$ cat config.mk
export PLATFORM = sky130hd
export DESIGN_NAME = logistic_engine_multi
export DESIGN_NICKNAME = d
export VERILOG_FILES = /design/src/rtl/logistic_engine_multi.sv
export SDC_FILE = /design/constraint.sdc
export NUM_CORES = 1
export LEC_CHECK = 0
export CAP_MARGIN = 10
export CORE_MARGIN = 2
export CORE_UTILIZATION = 58
export CTS_BUF_LIST = sky130_fd_sc_hd__clkbuf_16
export DETAILED_ROUTE_END_ITERATION = 8
export MAX_ROUTING_LAYER = met4
export PLACE_DENSITY_LB_ADDON = 0.25
export SETUP_SLACK_MARGIN = 0.5
export SLEW_MARGIN = 20
export SYNTH_ARGS = -nofsm -noshare
export SYNTH_HDL_FRONTEND = slang
export SYNTH_SLANG_ARGS = --single-unit
$ cat constraint.sdc
create_clock -name CLK -period 8.6 [get_ports CLK]
set_input_delay 1.72 -clock CLK [delete_from_list [all_inputs] [get_ports CLK]]
set_output_delay 1.72 -clock CLK [all_outputs]
set_load 0.01 [all_outputs]
$ cat src/rtl/logistic_engine_multi.sv
// logistic_engine_multi
//   N-channel logistic-map iterator, x' = mu*x*(1-x), unsigned fixed point.
//   x is Q1.FRAC_W (XW = FRAC_W+1 bits), mu is Q2.FRAC_W (MU_W bits).
//   One pipelined multiplier is shared by all channels, which are served
//   round-robin from channel 0. A start/done job runs `times` iterations.
// Ports
//   CLK, RST     clock, synchronous active-high reset
//   start        one-cycle job request, only honoured while idle
//   abort        stops a running job (no done / iter_valid pulse)
//   mu, times    growth rate and iteration count, latched on accepted start
//   seeds        initial x per channel, channel k at [k*XW +: XW]
//   busy         high while a job is running
//   done         one-cycle pulse at job completion
//   iter_valid   one-cycle pulse, x_out holds a complete iteration
//   iter_cnt     iterations completed in the current job
//   x_out        current x per channel, packed like seeds
module logistic_engine_multi #(
  parameter int FRAC_W   = 16,
  parameter int MU_W     = 18,
  parameter int N_CH     = 7,
  parameter int ITER_W   = 9,
  parameter int MULT_LAT = 2
) (
  input  logic                         CLK,
  input  logic                         RST,
  input  logic                         start,
  input  logic                         abort,
  input  logic [MU_W-1:0]              mu,
  input  logic [ITER_W-1:0]            times,
  input  logic [N_CH*(FRAC_W+1)-1:0]   seeds,
  output logic                         busy,
  output logic                         done,
  output logic                         iter_valid,
  output logic [ITER_W-1:0]            iter_cnt,
  output logic [N_CH*(FRAC_W+1)-1:0]   x_out
);

  localparam int XW  = FRAC_W + 1;
  localparam int PW  = 2 * MU_W;
  localparam int CHW = (N_CH > 1) ? $clog2(N_CH) : 1;
  localparam int WCW = (MULT_LAT > 1) ? $clog2(MULT_LAT) : 1;

  localparam logic [XW-1:0] ONE     = XW'(1) << FRAC_W;
  localparam logic [PW-1:0] SAT_LIM = PW'(1) << (2 * FRAC_W);

  localparam logic [2:0] S_IDLE     = 3'd0;
  localparam logic [2:0] S_M1       = 3'd1;
  localparam logic [2:0] S_W1       = 3'd2;
  localparam logic [2:0] S_M2       = 3'd3;
  localparam logic [2:0] S_W2       = 3'd4;
  localparam logic [2:0] S_WB       = 3'd5;
  localparam logic [2:0] S_ITER_END = 3'd6;
  localparam logic [2:0] S_DONE     = 3'd7;

  logic [2:0]        state_r, state_nxt_s;
  logic [MU_W-1:0]   mu_r;
  logic [ITER_W-1:0] times_r;
  logic [ITER_W-1:0] iter_cnt_r;
  logic [CHW-1:0]    ch_r;
  logic [WCW-1:0]    wcnt_r;
  logic [MU_W-1:0]   term_r;
  logic [XW-1:0]     y_r;
  logic [XW-1:0]     x_r [N_CH];
  logic [PW-1:0]     pipe_r [MULT_LAT];
  logic [MU_W-1:0]   op_a_s, op_b_s;
  logic [PW-1:0]     prod_s;
  logic              wcnt_last_s, ch_last_s;
  logic              busy_r, done_r, iter_valid_r;

  // Seeds above ONE are outside the map's domain and are pinned to ONE.
  function automatic logic [XW-1:0] clamp_x(input logic [XW-1:0] v);
    if (v > ONE) begin
      return ONE;
    end else begin
      return v;
    end
  endfunction

  assign prod_s      = pipe_r[MULT_LAT-1];
  assign wcnt_last_s = (wcnt_r == WCW'(MULT_LAT - 1));
  assign ch_last_s   = (ch_r == CHW'(N_CH - 1));

  // Multiplier operand select: x*(ONE-x) in M1, mu*term in M2, zero otherwise.
  always_comb begin
    op_a_s = '0;
    op_b_s = '0;
    case (state_r)
      S_M1: begin
        op_a_s = MU_W'(x_r[ch_r]);
        op_b_s = MU_W'(ONE - x_r[ch_r]);
      end
      S_M2: begin
        op_a_s = mu_r;
        op_b_s = term_r;
      end
      default: begin
        op_a_s = '0;
        op_b_s = '0;
      end
    endcase
  end

  // Free-running multiplier pipeline; never stalled, results picked at W1/W2 end.
  always_ff @(posedge CLK) begin
    if (RST) begin
      for (int i = 0; i < MULT_LAT; i++) pipe_r[i] <= '0;
    end else begin
      pipe_r[0] <= PW'(op_a_s) * PW'(op_b_s);
      for (int i = 1; i < MULT_LAT; i++) pipe_r[i] <= pipe_r[i-1];
    end
  end

  // Next-state logic; abort returns any active state to IDLE.
  always_comb begin
    state_nxt_s = state_r;
    case (state_r)
      S_IDLE: begin
        if (start) begin
          state_nxt_s = (times == {ITER_W{1'b0}}) ? S_DONE : S_M1;
        end else begin
          state_nxt_s = S_IDLE;
        end
      end
      S_M1:  state_nxt_s = abort ? S_IDLE : S_W1;
      S_W1: begin
        if (abort) begin
          state_nxt_s = S_IDLE;
        end else if (wcnt_last_s) begin
          state_nxt_s = S_M2;
        end else begin
          state_nxt_s = S_W1;
        end
      end
      S_M2:  state_nxt_s = abort ? S_IDLE : S_W2;
      S_W2: begin
        if (abort) begin
          state_nxt_s = S_IDLE;
        end else if (wcnt_last_s) begin
          state_nxt_s = S_WB;
        end else begin
          state_nxt_s = S_W2;
        end
      end
      S_WB: begin
        if (abort) begin
          state_nxt_s = S_IDLE;
        end else begin
          state_nxt_s = ch_last_s ? S_ITER_END : S_M1;
        end
      end
      S_ITER_END: begin
        // iter_cnt_r already counts the iteration that just finished
        if (abort) begin
          state_nxt_s = S_IDLE;
        end else begin
          state_nxt_s = (iter_cnt_r == times_r) ? S_DONE : S_M1;
        end
      end
      S_DONE:  state_nxt_s = S_IDLE;
      default: state_nxt_s = S_IDLE;
    endcase
  end

  // Datapath and registered status; status flags are decoded from the next state
  // so they line up with the state they describe.
  always_ff @(posedge CLK) begin
    if (RST) begin
      state_r      <= S_IDLE;
      mu_r         <= '0;
      times_r      <= '0;
      iter_cnt_r   <= '0;
      ch_r         <= '0;
      wcnt_r       <= '0;
      term_r       <= '0;
      y_r          <= '0;
      busy_r       <= 1'b0;
      done_r       <= 1'b0;
      iter_valid_r <= 1'b0;
      for (int k = 0; k < N_CH; k++) x_r[k] <= '0;
    end else begin
      state_r      <= state_nxt_s;
      busy_r       <= (state_nxt_s != S_IDLE) && (state_nxt_s != S_DONE);
      done_r       <= (state_nxt_s == S_DONE);
      iter_valid_r <= (state_nxt_s == S_ITER_END);
      case (state_r)
        S_IDLE: begin
          if (start) begin
            mu_r       <= mu;
            times_r    <= times;
            iter_cnt_r <= '0;
            ch_r       <= '0;
            for (int k = 0; k < N_CH; k++) x_r[k] <= clamp_x(seeds[k*XW +: XW]);
          end
        end
        S_M1, S_M2: wcnt_r <= '0;
        S_W1: begin
          if (wcnt_last_s) begin
            term_r <= prod_s[2*FRAC_W+1:FRAC_W];
          end
          wcnt_r <= wcnt_r + WCW'(1);
        end
        S_W2: begin
          if (wcnt_last_s) begin
            y_r <= (prod_s >= SAT_LIM) ? ONE : prod_s[2*FRAC_W:FRAC_W];
          end
          wcnt_r <= wcnt_r + WCW'(1);
        end
        S_WB: begin
          // An aborted write-back leaves the channel at its previous value.
          if (!abort) begin
            x_r[ch_r] <= y_r;
            if (ch_last_s) begin
              iter_cnt_r <= iter_cnt_r + ITER_W'(1);
            end else begin
              ch_r <= ch_r + CHW'(1);
            end
          end
        end
        S_ITER_END: ch_r <= '0;
        default: begin
          ch_r <= ch_r;
        end
      endcase
    end
  end

  assign busy       = busy_r;
  assign done       = done_r;
  assign iter_valid = iter_valid_r;
  assign iter_cnt   = iter_cnt_r;

  for (genvar g = 0; g < N_CH; g++) begin : g_xout
    assign x_out[g*XW +: XW] = x_r[g];
  end

endmodule

== Word level (Yosys, flattened, before mapping) ==
Memories as Yosys holds them, arrays and structs flattened. A register that Yosys moved wholly into a read port is not among the register bits.
Cells that the tools add are included.

* Memories kept: 2
* Bits in latches: 0
* Memory bits (read-only): 0
* RAM bits: 191
* Bits in registers: 81

{| class="wikitable"
|+ Memories
! memory !! depth !! bits a word !! read ports !! clocked after Yosys merged registers in !! wr ports !! line !! source
|-
| x_r || 7 || 17 || 8 || 1 || 7 || 63 || <nowiki>logic [XW-1:0] x_r [N_CH];</nowiki>
|-
| pipe_r || 2 || 36 || 2 || 0 || 2 || 64 || <nowiki>logic [PW-1:0] pipe_r [MULT_LAT];</nowiki>
|}

* Equal/unequal tests: 16
* Div/mod/pow operators: 0
* Multiplexer cells: 78
* Bitwise gates (word level): 9
* Shift operators: 0
* Order comparisons: 8
* Add/subtract/negate cells: 4
* Multiply operators: 1
* Reductions and logical operators: 15

{| class="wikitable"
|+ Operators with widths
! operator !! count
|-
| two-way mux 17 bit || 37
|-
| greater-than comparator 17 bit (second input constant) || 7
|-
| two-way mux 36 bit || 2
|-
| one-hot mux 18 bit (2 select lines) || 2
|-
| two-way mux 3 bit || 14
|-
| greater-or-equal comparator 36 x 33 -> 1 bit (second input constant) || 1
|-
| multiplier 18 x 18 -> 36 bit || 1
|-
| two-way mux 9 bit || 3
|-
| one-hot mux 3 bit (8 select lines) || 1
|-
| == test 3 bit (second input constant) || 7
|-
| one-hot mux 9 bit (2 select lines) || 1
|-
| subtractor 17 x 17 -> 18 bit (first input constant) || 1
|-
| OR reduction 17 bit || 1
|-
| two-way mux 1 bit || 14
|-
| adder 9 x 1 -> 9 bit (second input constant) || 1
|-
| == test 9 bit || 1
|-
| zero test 9 bit || 1
|-
| bitwise OR 1 bit || 9
|-
| one-hot mux 3 bit (3 select lines) || 1
|-
| != test 2 bit (second input constant) || 4
|-
| AND reduction 4 bit || 2
|-
| == test 3 x 2 -> 1 bit (second input constant) || 2
|-
| AND reduction 2 bit || 3
|-
| nonzero test 3 bit || 2
|-
| 10 further kinds || 13
|}

== Longest topological paths before layout ==
Gate-level depths: netlist (run 1).

* Word-level depth: 7
* Gate-level depth with buffers: 33
* Depth with buffers taken out: 30

== Least setup slack after synthesis (run 1) ==
OpenSTA, ideal clock, no wires.

* Kind: reg-to-reg
* From: register (tool-made name)
* To: memory pipe_r[0][32] (netlist name)
* Slack: 0.758 ns
* Clock period less this slack: 7.842 ns
* Stages on the path, launching flop included: 28
* Data arrival time: 7.721 ns
* Buffers on the path: 3
* Library setup time: 0.121 ns
* Path through: dfxtp_1 > buf_4 > buf_2 > mux4_2 > mux2i_1 > ha_1 > and2_1 > nand3_2 > nor4_2 > mux2i_1 > nand2_1 > fa_1 > inv_1 > fa_1 > fa_1 > fa_1 > fa_1 > inv_1 > fa_1 > inv_1 > ha_1 > clkbuf_1 > and3_1 > a2111oi_0 > nor3b_1 > a21oi_1 > a31oi_1 > mux2_2

{| class="wikitable"
|+ RTL lines
! what !! line
|-
| end, declared || 64
|}

==> impl_metrics.toml, run 1 <==
[floorplan]
rows = 72
die_area_um2 = 41200
io_pins = 281
initial_core_util_pct = 59.1
core-area_um2 = 38900
fp.dieH_um = 203
die_w_um = 203

[logic_synthesis]
synth_flop_cell = "edfxtp_1"
yosysSeqAreaShare_pct = 28.6
yosys_warnings = 0
synth_edf_count = 136
synth.avg_cell_area_um2 = 9.73
syn-num-nets = 2883
syn_area_um2 = 23000
synth.top_cell.area_share_pct = 22.3
synth_area_leaders = "fa_1 22%, edfxtp_1 18%, dfxtp_1 11%"
netlist_instances = 2363
synth_largest_area_cell = "fa_1"
synth.ff_latch_count = 260
ys_types = 85
synth.most_common_cell = "inv_1"
ys_async_sr_fraction_pct = 0
yosys-top-cells-count = "341 x inv_1, 263 x nand2_1, 256 x fa_1"

[placement]
place.port_buffers = 280
dpl.hpwl_um = 67000
place_congestion = 1.07

[route]
wl_um = 85500
drc_errors = 0
drt-pass1-iter-count = 6
wl_per_cell_um = 26.5
vias = 20700
drt-initial-drc-count = 2391
viasPerCell = 6.42
ant_nets = 0

[worst_setup_path]
r2r_slack_ns = 0.58
cp.required_ns = 9.08
cpPeakStageDelay_ns = 0.62
crit_type = "flip-flop to flip-flop"
crit_slowest_cell = "mux4_2"
path_depth = 28
regToRegEndpoint = "pipe_r[0][32]$_SDFF_PP0_"
cpMostUsedCell = "fa_1"
crit_buf_inv = 7
crit_arrival_ns = 8.51
critical_path.top_delay_family = "adder cells"
cp_max_fo = 7
startpoint_type = "flip-flop"
end_kind = "flip-flop"
reg2reg_depth = 28

[power]
peakVddDrop_uv = 163
p_leak_uw = 0.0122
powerDensity_nw_per_um2 = 156

[grt]
grt_pass1_wl_um = 127000
grt_usage_pct = 42.5
antenna_found_initial = 3
grt_max_degree = 78
overflow = 0
grt_pass1_vias = 20900

[timing]
fin_tns_setup_ns = 0
fmax_ghz = 0.125
holdWs_ns = 0.442
slew_headroom_pct = 24.9
finalCritPeriodShare_pct = 93.3
rsz0062_at_grt = "yes"
setup_viol = 0
drv_slew = 0
tightest_slew_ns = 1.13
hold_viol_final = 0
fin_skew_ns = 0.0336
fin_crit_ns = 8.02

[cts]
clkSinkCount = 260
clock_path_buffers = 3
htreeDepth = 1
clk_pin_slew_worst_paths_ns = 0.06
insertion_delay_ns = 0.60
cts_tree = "built"
cts_buffers = 29
hold_buffers = 0
cts-root-buf = "clkbuf_16"

[finish]
layout-drive-gt1-share_pct = 12.3
multi_input_area_um2 = 15100
synthToLayoutAreaGrowth_pct = 23.4
fillCellCount = 2850
ff_latch_area_um2 = 6580
nets = 3197

[outcome]
outcome = "complete, no violations"

[min_path]
worstHoldEndpoint = "pipe_r[0][56]$_SDFF_PP0_"
worstHoldPathType = "flip-flop to flip-flop"
hold_start = "pipe_r[0][20]$_SDFF_PP0_"
whs_path_depth = 1

[run]
maxCapViolCount = 0
[flip-flops by register name (all words and copies together), names as in the netlist, 9 cells and up, named ones only]
signal,count
x_r,136
pipe_r,40
mu_r,18
term_r,18
y_r,17
iter_cnt,9
times_r,9
[kinds of logic after synthesis]
group	synth area share [%]
AND/OR/NAND/NOR	15.0
buffers and inverters	8.17
AO/OA/AOI/OAI	14.1
adder cells (fa/ha/maj)	28.5
flip-flops	28.6
multiplexers	4.26
XOR/XNOR	1.41
[worst max path at each step]
stage	from	endpoint	slack, ns
floorplan	flip-flop	pipe_r[0][32]$_SDFF_PP0_	0.76
global placement	flip-flop	pipe_r[0][32]$_SDFF_PP0_	-0.22
detailed placement	flip-flop	pipe_r[0][32]$_SDFF_PP0_	-0.42
CTS	flip-flop	pipe_r[0][32]$_SDFF_PP0_	0.40
global route	flip-flop	pipe_r[0][32]$_SDFF_PP0_	0.35
finish	flip-flop	pipe_r[0][32]$_SDFF_PP0_	0.58
[where the power goes]
| group | leakage (uW) | total, uW | switching (uW) | internal, uW |
|---|---|---|---|---|
| combinational | 0.00926 | 1600 | 912 | 686 |
| sequential | 0.00245 | 1680 | 185 | 1490 |
| clock | 0.000460 | 1150 | 532 | 616 |
[cell type report]
cell class / instances / area share [%]
clock inverters: 25 / 0.489
diodes: 4 / 0.0353
multi-input cells: 1625 / 53.1
repair buffers: 419 / 13.8
flip-flops and latches: 260 / 23.2
clock buffers: 29 / 2.56
well taps: 518 / 2.28
inverters: 342 / 4.52
[layout by cell type (no fill, tap or decap), drive strengths merged, types with 80 or more instances in the layout]
cell	n
clkdlybuf4s50	279
edfxtp	136
buf	140
inv	353
fa	256
ha	114
nor2	166
a22o	141
nand2	264
dfxtp	124
a21oi	80
[per-layer routing]
metal,global-route usage (%),routed length (um)
met1,54.4,32000
met2,64.6,38600
met3,11.9,11000
met4,16.2,3870
met5,-,0
[what timing repair did]
action                     4_1_cts  5_1_grt
pin swaps                        3       29
gates cloned                     0        1
setup buffers                    7       38
hold endpoints to repair         0        0
gates resized for setup         32       75
setup endpoints to repair       16       19
[metrics by stage]
| step | util, % | instances | setup slack [ns] | cell area, um2 | total power (uW) |
|---|---|---|---|---|---|
| finish | 72.9 | 3222 | 0.576 | 28400 | 4430 |
| global route | 72.9 | 3221 | 0.353 | 28400 | 4560 |
| CTS | 71.1 | 3179 | 0.404 | 27700 | 4270 |
| detailed placement | 68.4 | 3118 | -0.424 | 26600 | 3110 |
| global placement | 68.3 | 3118 | -0.225 | 26600 | 3090 |
| floorplan | - | 2363 | 0.758 | 23000 | 2380 |
(Power assumes the default switching activity.)
==> run 2, diff against run 1 <==
==> constraint.sdc (replaced) <==
create_clock -name CLK -period 8.15 [get_ports CLK]
set_input_delay 1.63 -clock CLK [delete_from_list [all_inputs] [get_ports CLK]]
set_output_delay 1.63 -clock CLK [all_outputs]
set_load 0.01 [all_outputs]
==> run 2 against run 1 <==
Hold slack better by 0.0054 ns; clock power rose by 8%; critical path type unchanged; worst setup slack lost 0.49 ns; highest routed layer unchanged; critical path depth increased by 4.
==> impl_metrics.toml, run 2 (same netlist as run 1, synthesis figures left out) <==
[placement]
dpl.hpwl_um = 67500
place_congestion = 1.09
place.port_buffers = 280

[grt]
grt_max_degree = 71
global_route.usage.met2_pct = 64.7
antenna_found_initial = 4
grt_usage_pct = 42.7
overflow = 0
grt_pass1_vias = 21700
use_met1_pct = 55.2
grt_pass1_wl_um = 128000
grt_use_met3_pct = 10.7
grt_busiest_layer = "met2"

[worst_setup_path]
regToRegEndpoint = "pipe_r[0][34]$_SDFF_PP0_"
end_kind = "flip-flop"
crit_arrival_ns = 8.55
cp_max_fo = 6
r2r_slack_ns = 0.08
crit_type = "flip-flop to flip-flop"
setup.worst_path.end = "pipe_r[0][34]$_SDFF_PP0_"
cp.required_ns = 8.63
startpoint_type = "flip-flop"
crit_slowest_cell = "fa_1"
reg2reg_depth = 32
cpPeakStageDelay_ns = 0.61

[finish]
synthToLayoutAreaGrowth_pct = 28.3
layout-drive-gt1-share_pct = 17.6
final_common_cell = "inv_1"
nets = 3287
fillCellCount = 2724
final_cell_mix = "329 x inv_1, 279 x clkdlybuf4s50_1, 261 x nand2_1, 243 x fa_1, 199 x buf_4"
largest_register_ffs = 136
reg.largest.list = "x_r: 136 flops, pipe_r: 40 flops"
utilization_pct = 75.8
top_register = "x_r"

[route]
wl_um = 85900
drt-initial-drc-count = 2539
drt-pass1-iter-count = 6
viasPerCell = 6.43
drc_errors = 0
vias = 21300
wl_per_cell_um = 26.0
ant_nets = 0

[floorplan]
io_pins = 281
die_area_um2 = 41200
rows = 72
die_w_um = 203
fp.dieH_um = 203
initial_core_util_pct = 59.1
core-area_um2 = 38900

[cts]
htreeDepth = 1
cts-root-buf = "clkbuf_16"
cts_tree = "built"
hold_buffers = 0
clkSinkCount = 260
clock_path_buffers = 3
cts_buffers = 28
clk_pin_slew_worst_paths_ns = 0.06
insertion_delay_ns = 0.60

[min_path]
whs_path_depth = 1
worstHoldPathType = "flip-flop to flip-flop"

[timing]
fin_crit_ns = 8.07
fmax_ghz = 0.124
drv_slew = 0
rsz0062_at_grt = "yes"
slew_headroom_pct = 26.4
finalCritPeriodShare_pct = 99.0
fin_skew_ns = 0.0463
setup_viol = 0
tightest_slew_ns = 1.10
hold_viol_final = 0

[power]
p_leak_uw = 0.0127
powerDensity_nw_per_um2 = 163
power.total_uw = 4820
peakVddDrop_uv = 200

[outcome]
outcome = "complete, no violations"

[run]
maxCapViolCount = 0
run 2: worst min-delay path by stage:
stage / from / endpoint / slack, ns
after global routing: pipe_r[0][16]$_SDFF_PP0_ / pipe_r[0][52]$_SDFF_PP0_ / 0.46
after global placement: pipe_r[0][16]$_SDFF_PP0_ / pipe_r[0][52]$_SDFF_PP0_ / 0.42
after CTS: pipe_r[0][23]$_SDFF_PP0_ / pipe_r[0][59]$_SDFF_PP0_ / 0.45
final: pipe_r[0][23]$_SDFF_PP0_ / pipe_r[0][59]$_SDFF_PP0_ / 0.45
after detailed placement: pipe_r[0][23]$_SDFF_PP0_ / pipe_r[0][59]$_SDFF_PP0_ / 0.43
after floorplan: y_r[16]$_SDFFE_PP0P_ / x_r[7][16]$_DFFE_PP_ / 0.41
run 2: cell type report:
cell class	instances	area (um2)	share of cell area, %
antenna	3	7.51	0.0254
clock buffer	29	726	2.46
clock inverter	23	170	0.577
multi-input combinational	1625	15400	52.2
tap	518	648	2.20
inverter	342	1280	4.35
sequential	260	6570	22.3
timing repair buffer	510	4690	15.9
run 2: per-stage QoR:
step	setup slack, ns	hold WS [ns]	instances	area, um2	TNS (ns)
detailed placement	-0.122	0.429	3176	27100	-0.156
CTS	0.306	0.446	3267	28800	0
global route	-0.137	0.463	3310	29500	-0.169
floorplan	0.505	0.406	2363	23000	0
global placement	0.153	0.423	3176	27100	0
finish	0.0847	0.448	3310	29500	0
run 2: critical path, delay by kind of cell, from the launching register on:
| kind | cells | cell delay (ns) |
|---|---|---|
| flops | 1 | 0.41 |
| compound gates | 6 | 0.80 |
| fa+ha+maj | 7 | 3.18 |
| mux | 2 | 0.90 |
| simple gates | 5 | 1.08 |
| buf+inv | 12 | 1.56 |
run 2: power by group:
| group | leakage [uW] | internal (uW) | switching (uW) | total, uW |
|---|---|---|---|---|
| sequential | 0.00244 | 1580 | 189 | 1770 |
| combinational | 0.00981 | 799 | 1010 | 1810 |
| clock | 0.000460 | 682 | 562 | 1240 |
| total | 0.0127 | 3060 | 1760 | 4820 |
run 2: timing repair:
item / in CTS / in global routing
setup buffers: 39 / 39
pin swaps: 57 / 75
resized for setup: 101 / 98
endpoints found under the hold margin: 0 / 0
setup endpoints to repair: 17 / 18
run 2: layer usage:
layer  part of all wire, %  vias up
met2                    45     1599
met5                     0        -
met1                    37    10500
li1                      -     8901
met3                    13      296
met4                   4.9        0
